[src/rtl/byte_word_packer.sv]
// Packs a byte/valid stream into little-endian 32-bit words and queues them in a
// first-word-fall-through FIFO. Optional counters are enabled by BYTE_WORD_PACKER_STATS_EN.
module byte_word_packer #(
    parameter  int DEPTH = 4,
    localparam int LW    = $clog2(DEPTH) + 1
) (
    input  logic          clk,
    input  logic          rst_n,
    input  logic [7:0]    data_in,
    input  logic          valid_in,
    input  logic          flush,
    output logic [31:0]   out_data,
    output logic [3:0]    out_keep,
    output logic          out_valid,
    input  logic          out_ready,
    output logic [LW-1:0] level,
    output logic          overflow
`ifdef BYTE_WORD_PACKER_STATS_EN
    ,
    output logic [15:0]   word_count,
    output logic [7:0]    drop_count
`endif
);

    localparam int PW = $clog2(DEPTH);

    // Packer state
    logic [1:0]    r_idx;
    logic [31:0]   r_partial;
    logic [3:0]    r_keep;

    // FIFO state
    logic [35:0]   r_mem [DEPTH];
    logic [PW-1:0] r_wr_ptr;
    logic [PW-1:0] r_rd_ptr;
    logic [LW-1:0] r_level;
    logic          r_overflow;

    logic [31:0]   w_fill_data;
    logic [3:0]    w_fill_keep;
    logic          w_complete;
    logic          w_flush_push;
    logic          w_push;
    logic          w_empty;
    logic          w_full;
    logic          w_pop;
    logic          w_wr_en;
    logic          w_drop;
    logic [35:0]   w_head;

    // The same-cycle byte is merged first, so a flush always sees the post-byte word.
    always_comb begin
        // NOTE: defaults first so every path assigns every signal; no latch is inferred.
        w_fill_data = r_partial;
        w_fill_keep = r_keep;
        if (valid_in) begin
            w_fill_data[{r_idx, 3'b000} +: 8] = data_in;
            w_fill_keep[r_idx]                = 1'b1;
        end
    end

    assign w_complete   = valid_in && (r_idx == 2'd3);
    assign w_flush_push = flush && (valid_in || (r_idx != 2'd0));
    assign w_push       = w_complete || w_flush_push;

    assign w_empty = (r_level == '0);
    assign w_full  = (r_level == LW'(DEPTH));
    assign w_pop   = !w_empty && out_ready;
    // A full FIFO still takes a word when the head leaves in the same cycle.
    assign w_wr_en = w_push && (!w_full || w_pop);
    assign w_drop  = w_push && !w_wr_en;

    // NOTE: sequential state uses non-blocking assignments so all flops update together.
    always_ff @(posedge clk or negedge rst_n) begin
        if (!rst_n) begin
            r_idx     <= 2'd0;
            r_partial <= '0;
            r_keep    <= '0;
        end else if (w_push) begin
            r_idx     <= 2'd0;
            r_partial <= '0;
            r_keep    <= '0;
        end else if (valid_in) begin
            r_idx     <= r_idx + 2'd1;
            r_partial <= w_fill_data;
            r_keep    <= w_fill_keep;
        end
    end

    // NOTE: storage is not reset; out_valid gates it, so stale words are never visible.
    always_ff @(posedge clk) begin
        if (w_wr_en) begin
            r_mem[r_wr_ptr] <= {w_fill_keep, w_fill_data};
        end
    end

    always_ff @(posedge clk or negedge rst_n) begin
        if (!rst_n) begin
            r_wr_ptr   <= '0;
            r_rd_ptr   <= '0;
            r_level    <= '0;
            r_overflow <= 1'b0;
        end else begin
            if (w_wr_en) begin
                r_wr_ptr <= r_wr_ptr + PW'(1);
            end
            if (w_pop) begin
                r_rd_ptr <= r_rd_ptr + PW'(1);
            end
            case ({w_wr_en, w_pop})
                2'b10:   r_level <= r_level + LW'(1);
                2'b01:   r_level <= r_level - LW'(1);
                default: r_level <= r_level;
            endcase
            if (w_drop) begin
                r_overflow <= 1'b1;
            end
        end
    end

    assign w_head    = r_mem[r_rd_ptr];
    assign out_valid = !w_empty;
    assign out_data  = w_empty ? 32'h0 : w_head[31:0];
    assign out_keep  = w_empty ? 4'h0  : w_head[35:32];
    assign level     = r_level;
    assign overflow  = r_overflow;

`ifdef BYTE_WORD_PACKER_STATS_EN
    logic [15:0] r_word_count;
    logic [7:0]  r_drop_count;

    always_ff @(posedge clk or negedge rst_n) begin
        if (!rst_n) begin
            r_word_count <= '0;
            r_drop_count <= '0;
        end else begin
            if (w_pop) begin
                r_word_count <= r_word_count + 16'd1;
            end
            if (w_drop && (r_drop_count != 8'hFF)) begin
                r_drop_count <= r_drop_count + 8'd1;
            end
        end
    end

    assign word_count = r_word_count;
    assign drop_count = r_drop_count;
`endif

endmodule

[config.mk]
export PLATFORM = sky130hd
export DESIGN_NAME = byte_word_packer
export DESIGN_NICKNAME = d
export VERILOG_FILES = /design/src/rtl/byte_word_packer.sv
export SDC_FILE = /design/constraint.sdc
export NUM_CORES = 1
export LEC_CHECK = 0
export ABC_AREA = 1
export CORE_MARGIN = 2
export CORE_UTILIZATION = 23
export DETAILED_ROUTE_END_ITERATION = 8
export PLACE_DENSITY = 0.35
export SETUP_SLACK_MARGIN = 0.5
export SYNTH_ARGS = -nofsm -noshare
export SYNTH_HDL_FRONTEND = slang
export SYNTH_SLANG_ARGS = --single-unit
[constraint.sdc]
create_clock -name clk -period 7.4 [get_ports clk]
set_input_delay 1.48 -clock clk [delete_from_list [all_inputs] [get_ports clk]]
set_output_delay 1.48 -clock clk [all_outputs]
set_load 0.01 [all_outputs]
==> flow_summary.json, run 1 <==
{
  "number_of_post_cts_setup_repair_buffers": 0,
  "post_route_cells_drive_above_1_share_pct": 8.59,
  "dp.final_hpwl_mm": 12.7,
  "worst_skew_pair.late_latency_ps": 430,
  "gp_congestion": 0.758,
  "dr.first_iter.drc_count": 392,
  "yosysMostFrequentCell": "nor2_1",
  "cts_hold_bufs": 0,
  "power.density_nw_per_um2": 387,
  "groute.usage.overall_pct": 11.6,
  "synth_top_cell_area_share_pct": 54.1,
  "report.power.total_uw": 3700,
  "synth-seq-cells": 190,
  "seq_power_share_pct": 38.1,
  "syn_area_per_cell_um2": 11.1,
  "floorplan.die.height_um": 190,
  "netlist_area_um2": 7990,
  "synth.top_cells.by_count": "163 x nor2_1, 144 x edfxtp_1, 66 x nand2_1",
  "crit_path_end_kind": "output pin",
  "post_cts_resized": 0,
  "leakagePower_uw": 0.00367,
  "sw_frac_of_total_pct": 36.7,
  "wirelength_mm": 20.4,
  "ir_worst_vdd_uv": 261,
  "skew_ps": 11.6,
  "synth.lib_cells_used.distinct": 38,
  "achievable-frequency_ghz": 0.225,
  "drc_errors": 0,
  "worst_slew_margin_rel_pct": 40.4,
  "routed_wire_length_per_instance_um": 16.5,
  "run_status": "finished, final reports clean",
  "worst_pin_slew_ps": 894,
  "critPathArrivalTime_ps": 2960,
  "start_util_pct": 23.2,
  "synth_enable_flop_cells": 144,
  "wire_length_of_the_first_global_routing_pass_mm": 31.4,
  "syn_inst": 719,
  "period_needed_ps": 4440,
  "clk_root_buffer_cell": "clkbuf_16",
  "ys_async_sr_fraction_pct": 24.2,
  "syn2layout_area_growth_pct": 19.8,
  "antenna_found_initial": 0,
  "max-cap-violations": 0,
  "yosysSeqAreaShare_pct": 68.5,
  "diodes": 0,
  "path_cells": "clkinv_1, buf_4, nor2_1, o21ai_0, a21oi_1, clkdlybuf4s50_1",
  "p_comb_share_pct": 38.0,
  "cellInternalPower_uw": 2340,
  "tritoncts_num_sinks": 190,
  "cts_buffers": 17,
  "finalSetupViolations": 0,
  "cts-root-to-sink-buffers": 2,
  "number_of_standard_cell_rows_in_the_floorplan": 68,
  "ant_nets": 0,
  "numPortBuffers": 53,
  "grt_overflow": 0,
  "routed-via-count": 5080,
  "grt_setup_unrepaired": "false",
  "worstSetupStartpointType": "register",
  "clkSlewWorstSetupHoldPaths_ps": 70,
  "cts_htree_levels": 4,
  "ys_top_cells_by_area": "edfxtp_1 54%, dfrtp_1 14%, nor2_1 7.7%",
  "place_area_um2": 9020,
  "hold_violations": 0,
  "critPathMaxStageDelay_ps": 930,
  "floorplan.die.width_um": 190,
  "ys_dominant_reg_cell": "edfxtp_1",
  "synth_largest_area_cell": "edfxtp_1",
  "switching_power_uw": 1360,
  "grt_start_max_net_pins": 74,
  "timing.hold.worst.class": "register to register",
  "clock_network_fraction_of_total_power_pct": 23.9,
  "worstPathRequired_ps": 5920,
  "fin_area_um2": 9570,
  "synth_fp_nets": 744,
  "cp_max_fo": 36,
  "first_global_vias": 5190,
  "finish.net_count": 792,
  "finalMaxSlewViolations": 0,
  "cts_tree": "done",
  "crit_path_top_delay_cell": "dfrtp_1",
  "critical_path_class": "register to output pin",
  "reg2reg_slack_ps": 4070,
  "drt-vias-per-instance": 4.11,
  "fin_setup_tns_ps": 0,
  "synthesis.yosys.warnings": 0,
  "firstDrtPassIters": 4,
  "io_pins": 54,
  "die_area_um2": 36200,
  "fp.coreArea_um2": 34400,
  "final_min_period_over_clock_period_pct": 60.0
}
-- flip-flops by register name (all words and copies together) (netlist names) --
signal and count:
level 3, overflow 1, r_idx 2, r_keep 4
r_mem 144, r_partial 32, r_rd_ptr 2, r_wr_ptr 2
-- area by class of cell --
class | count | area (µm²)
Clock buffer | 18 | 429
Clock inverter | 14 | 125
Fill cell | 3626 | 24800
Inverter | 60 | 228
Multi-Input combinational cell | 436 | 2150
Sequential cell | 190 | 5480
Tap cell | 455 | 569
Timing Repair Buffer | 62 | 593
-- final timing paths --
check / cells past startpoint / from / to
max: 6 / r_rd_ptr[1] / out_data[30]
min: 1 / overflow / overflow
max reg2reg: 8 / r_idx[0] / r_mem[1][14]
min in group asynchronous: 2 / rst_n / level[2]
min reg2reg: 1 / overflow / overflow
max in group asynchronous: 2 / rst_n / r_rd_ptr[0]
-- placed cells by master, fill, tap and decap left out, types with 2 or more instances in the layout --
master	n
o21a_1	3
xor2_1	3
inv_2	4
inv_1	54
nor2_4	4
inv_6	4
a21oi_1	42
nand2_2	6
nand3_1	12
inv_8	3
nand3_2	3
buf_4	9
and2_1	11
nor2_1	159
clkbuf_16	17
o21ai_1	28
o21ai_0	64
clkinv_4	5
dfrtp_1	45
a21boi_0	2
ha_1	11
edfxtp_1	144
a21o_1	2
nand4_1	5
clkdlybuf4s50_1	52
o22ai_1	3
nor3_1	2
nand2_1	66
-- worst max-delay path, delay by kind of cell, from the launching register on --
family	cells	cell delay [ps]
AND/OR/NAND/NOR	1	140
buffers and inverters	3	1070
flip-flops	1	930
AO/OA/AOI/OAI	2	370
-- kinds of logic (layout without fill, tap and decap cells) --
logic type	Yosys count	count (layout)	synth area share [%]
AND/OR/NAND/NOR	275	275	14.8
flip-flops	190	190	68.5
AO/OA/AOI/OAI	146	146	9.46
XOR/XNOR	3	3	0.329
adder cells (fa/ha/maj)	12	12	1.97
buffers and inverters	93	154	4.92
-- metal layers --
metal / vias to the layer above / GRT usage, % / wire length (µm)
li1: 2520 / - / -
met5: - / 0 / 0
met4: 0 / 2.68 / 155
met2: 74 / 19.2 / 9790
met3: 11 / 2.12 / 567
met1: 2475 / 15.7 / 9850
-- power by group through the flow --
stage	clock [µW]	sequential, µW	combinational, µW
floorplan	0	1410	801
global placement	0	1440	1460
detailed placement	0	1430	1460
CTS	911	1410	1460
global route	949	1430	1580
finish	884	1410	1410
-- per-stage QoR --
step	cells	setup WS (ps)	utilization, %	hold slack (ps)
2_1_floorplan	719	3330	-	460
3_3_place_gp	1203	2720	26.2	484
3_5_place_dp	1203	2580	26.2	472
4_1_cts	1235	2850	27.8	500
5_1_grt	1235	2710	27.8	510
6_report	1235	2960	27.8	491
No activity file was read; power rests on OpenSTA's default activity.
==> run 2, diff against run 1 <==
--- a/config.mk
+++ b/config.mk
@@ -9,7 +9,7 @@
 export CORE_MARGIN = 2
 export CORE_UTILIZATION = 23
 export DETAILED_ROUTE_END_ITERATION = 8
-export PLACE_DENSITY = 0.35
+export PLACE_DENSITY = 0.36
 export SETUP_SLACK_MARGIN = 0.5
 export SYNTH_ARGS = -nofsm -noshare
 export SYNTH_HDL_FRONTEND = slang
==> constraint.sdc (replaced) <==
create_clock -name clk -period 3.91 [get_ports clk]
set_input_delay 0.782 -clock clk [delete_from_list [all_inputs] [get_ports clk]]
set_output_delay 0.782 -clock clk [all_outputs]
set_load 0.01 [all_outputs]
==> run 2 against run 1 <==
Against the previous run: non-clock buffer count increased by 6; first-iteration DRC count decreased by 11%; final area increased by 1.7%; critical path type unchanged; sequential power increased by 87%; register-to-register slack got worse by 2800 ps; highest routed layer unchanged; wire length increased by 0.85%; combinational power increased by 100%; setup slack got worse by 2300 ps.
==> flow_summary.json, run 2 (synthesized netlist as in run 1, its figures left out) <==
{
  "run_status": "finished, final reports clean",
  "drt-vias-per-instance": 4.12,
  "tritoncts_num_sinks": 190,
  "critPathArrivalTime_ps": 2480,
  "rr_endpoint": "r_mem[1][3]",
  "layout_setup_ws_ps": 650,
  "mostFrequentLayoutCell": "nor2_1",
  "firstDrtPassIters": 4,
  "period_needed_ps": 3260,
  "achievable-frequency_ghz": 0.307,
  "layout.cells.most_common_list": "159 x nor2_1, 144 x edfxtp_1, 66 x nand2_1",
  "crit_start": "level[0]",
  "drc_errors": 0,
  "dr.first_iter.drc_count": 350,
  "routed-via-count": 5114,
  "ant_nets": 0,
  "fp.coreArea_um2": 34400,
  "crit_path_end_kind": "output pin",
  "grt_start_max_net_pins": 46,
  "floorplan.die.height_um": 190,
  "leakagePower_uw": 0.00372,
  "grt_setup_unrepaired": "false",
  "gp_congestion": 0.739,
  "cp_max_fo": 16,
  "pre_cts_ws_ps": 679,
  "worst_pin_slew_ps": 757,
  "power.density_nw_per_um2": 739,
  "skew_ps": 12.4,
  "finish.net_count": 798,
  "cts-root-to-sink-buffers": 2,
  "worst_hold_slack_ps": 411,
  "endpoint": "out_data[8]",
  "antenna_found_initial": 0,
  "worst_skew_pair.late_latency_ps": 430,
  "routed_wire_length_per_instance_um": 16.6,
  "cts_htree_levels": 4,
  "dp.final_hpwl_mm": 13.7,
  "place_area_um2": 9120,
  "clkSlewWorstSetupHoldPaths_ps": 70,
  "finalMaxSlewViolations": 0,
  "worstSetupStartpointType": "register",
  "reg2reg_depth": 9,
  "first_global_vias": 5308,
  "clk_root_buffer_cell": "clkbuf_16",
  "cts_tree": "done",
  "groute.usage.overall_pct": 11.8,
  "layout_top_registers": "r_mem: 144 flops, r_partial: 32 flops, r_keep: 4 flops",
  "fin_setup_tns_ps": 0,
  "area.sequential_um2": 5480,
  "largest-register": "r_mem",
  "diodes": 0,
  "number_of_standard_cell_rows_in_the_floorplan": 68,
  "hold_violations": 0,
  "multi_input_comb_area_um2": 2160,
  "worst_slew_margin_rel_pct": 49.5,
  "final_min_period_over_clock_period_pct": 83.4,
  "grt_overflow": 0,
  "ir_worst_vdd_uv": 262,
  "wirelength_mm": 20.5,
  "wire_length_of_the_first_global_routing_pass_mm": 32.3,
  "floorplan.die.width_um": 190,
  "io_pins": 54,
  "fin_area_um2": 9730,
  "numPortBuffers": 53,
  "n_fill_cell": 3615,
  "cts_buffers": 17,
  "critical_path_class": "register to output pin",
  "max-cap-violations": 0,
  "reg2reg_slack_ps": 1280,
  "post_route_cells_drive_above_1_share_pct": 9.80,
  "start_util_pct": 23.2,
  "critical_path.reg2reg.startpoint": "r_idx[0]",
  "timing.hold.worst.class": "input pin to async pin",
  "die_area_um2": 36200,
  "syn2layout_area_growth_pct": 21.9,
  "number_of_post_cts_setup_repair_buffers": 0,
  "finalSetupViolations": 0,
  "worstPathRequired_ps": 3130,
  "largest_register_ffs": 144
}
-- run 2: changes by cell type in the layout (fill, tap and decap cells not counted), moves of 2 or more --
cell / previous run / this run
a21oi_1: 42 / 39
a21oi_2: 0 / 3
clkinv_4: 5 / 2
buf_6: 0 / 3
inv_6: 4 / 2
buf_12: 0 / 5
clkinvlp_4: 1 / 5
buf_4: 9 / 6
-- run 2: repair_timing --
item / CTS / global route
hold buffers: 0 / 0
endpoints found under the setup margin: 3 / 16
pin swaps: 0 / 0
resized for setup: 2 / 7
-- run 2: how the worst min path moves through the flow --
stage | startpoint | to | slack [ps] | depth (start not counted)
floorplan | r_keep[3] | r_keep[3] | 460 | 2
global placement | r_keep[3] | r_keep[3] | 470 | 2
detailed placement | overflow | overflow | 470 | 1
CTS | rst_n | level[0] | 450 | 1
global route | rst_n | level[0] | 470 | 1
finish | rst_n | r_wr_ptr[1] | 410 | 1
-- run 2: cell type report --
class	count	share of cell area, %
clock inverters	15	1.57
inverters	60	2.37
multi-input cells	436	22.2
clock buffers	17	4.37
flip-flops and latches	190	56.3
repair buffers	68	7.39
well taps	455	5.85
-- run 2: critical path, cell delays in order, from the launching register on --
cell and delay [ps]:
dfrtp_1 450, nor2_1 160, nand2_1 190, inv_2 340
buf_4 310, a21oi_1 90, clkdlybuf4s50_1 500
-- run 2: layer usage --
| layer | GRT usage, % | up-vias | share of wire (%) |
|---|---|---|---|
| li1 | - | 2538 | - |
| met4 | 3.22 | 0 | 0.86 |
| met1 | 16.3 | 2506 | 50 |
| met2 | 19.3 | 61 | 47 |
| met5 | 0 | - | 0 |
| met3 | 1.86 | 9 | 1.9 |
-- run 2: per-stage QoR --
stage               instances  power (µW)  util [%]
CTS                      1241        7310      28.2
finish                   1241        7190      28.3
detailed placement       1209        5540      26.5
global placement         1209        5570      26.5
global route             1241        7700      28.3
floorplan                 719        4180         -
-- run 2: power breakdown --
| part | switching, µW | internal [µW] |
|---|---|---|
| Sequential | 119 | 2520 |
| Combinational | 1660 | 1160 |
| Clock | 829 | 901 |
| Total | 2610 | 4580 |
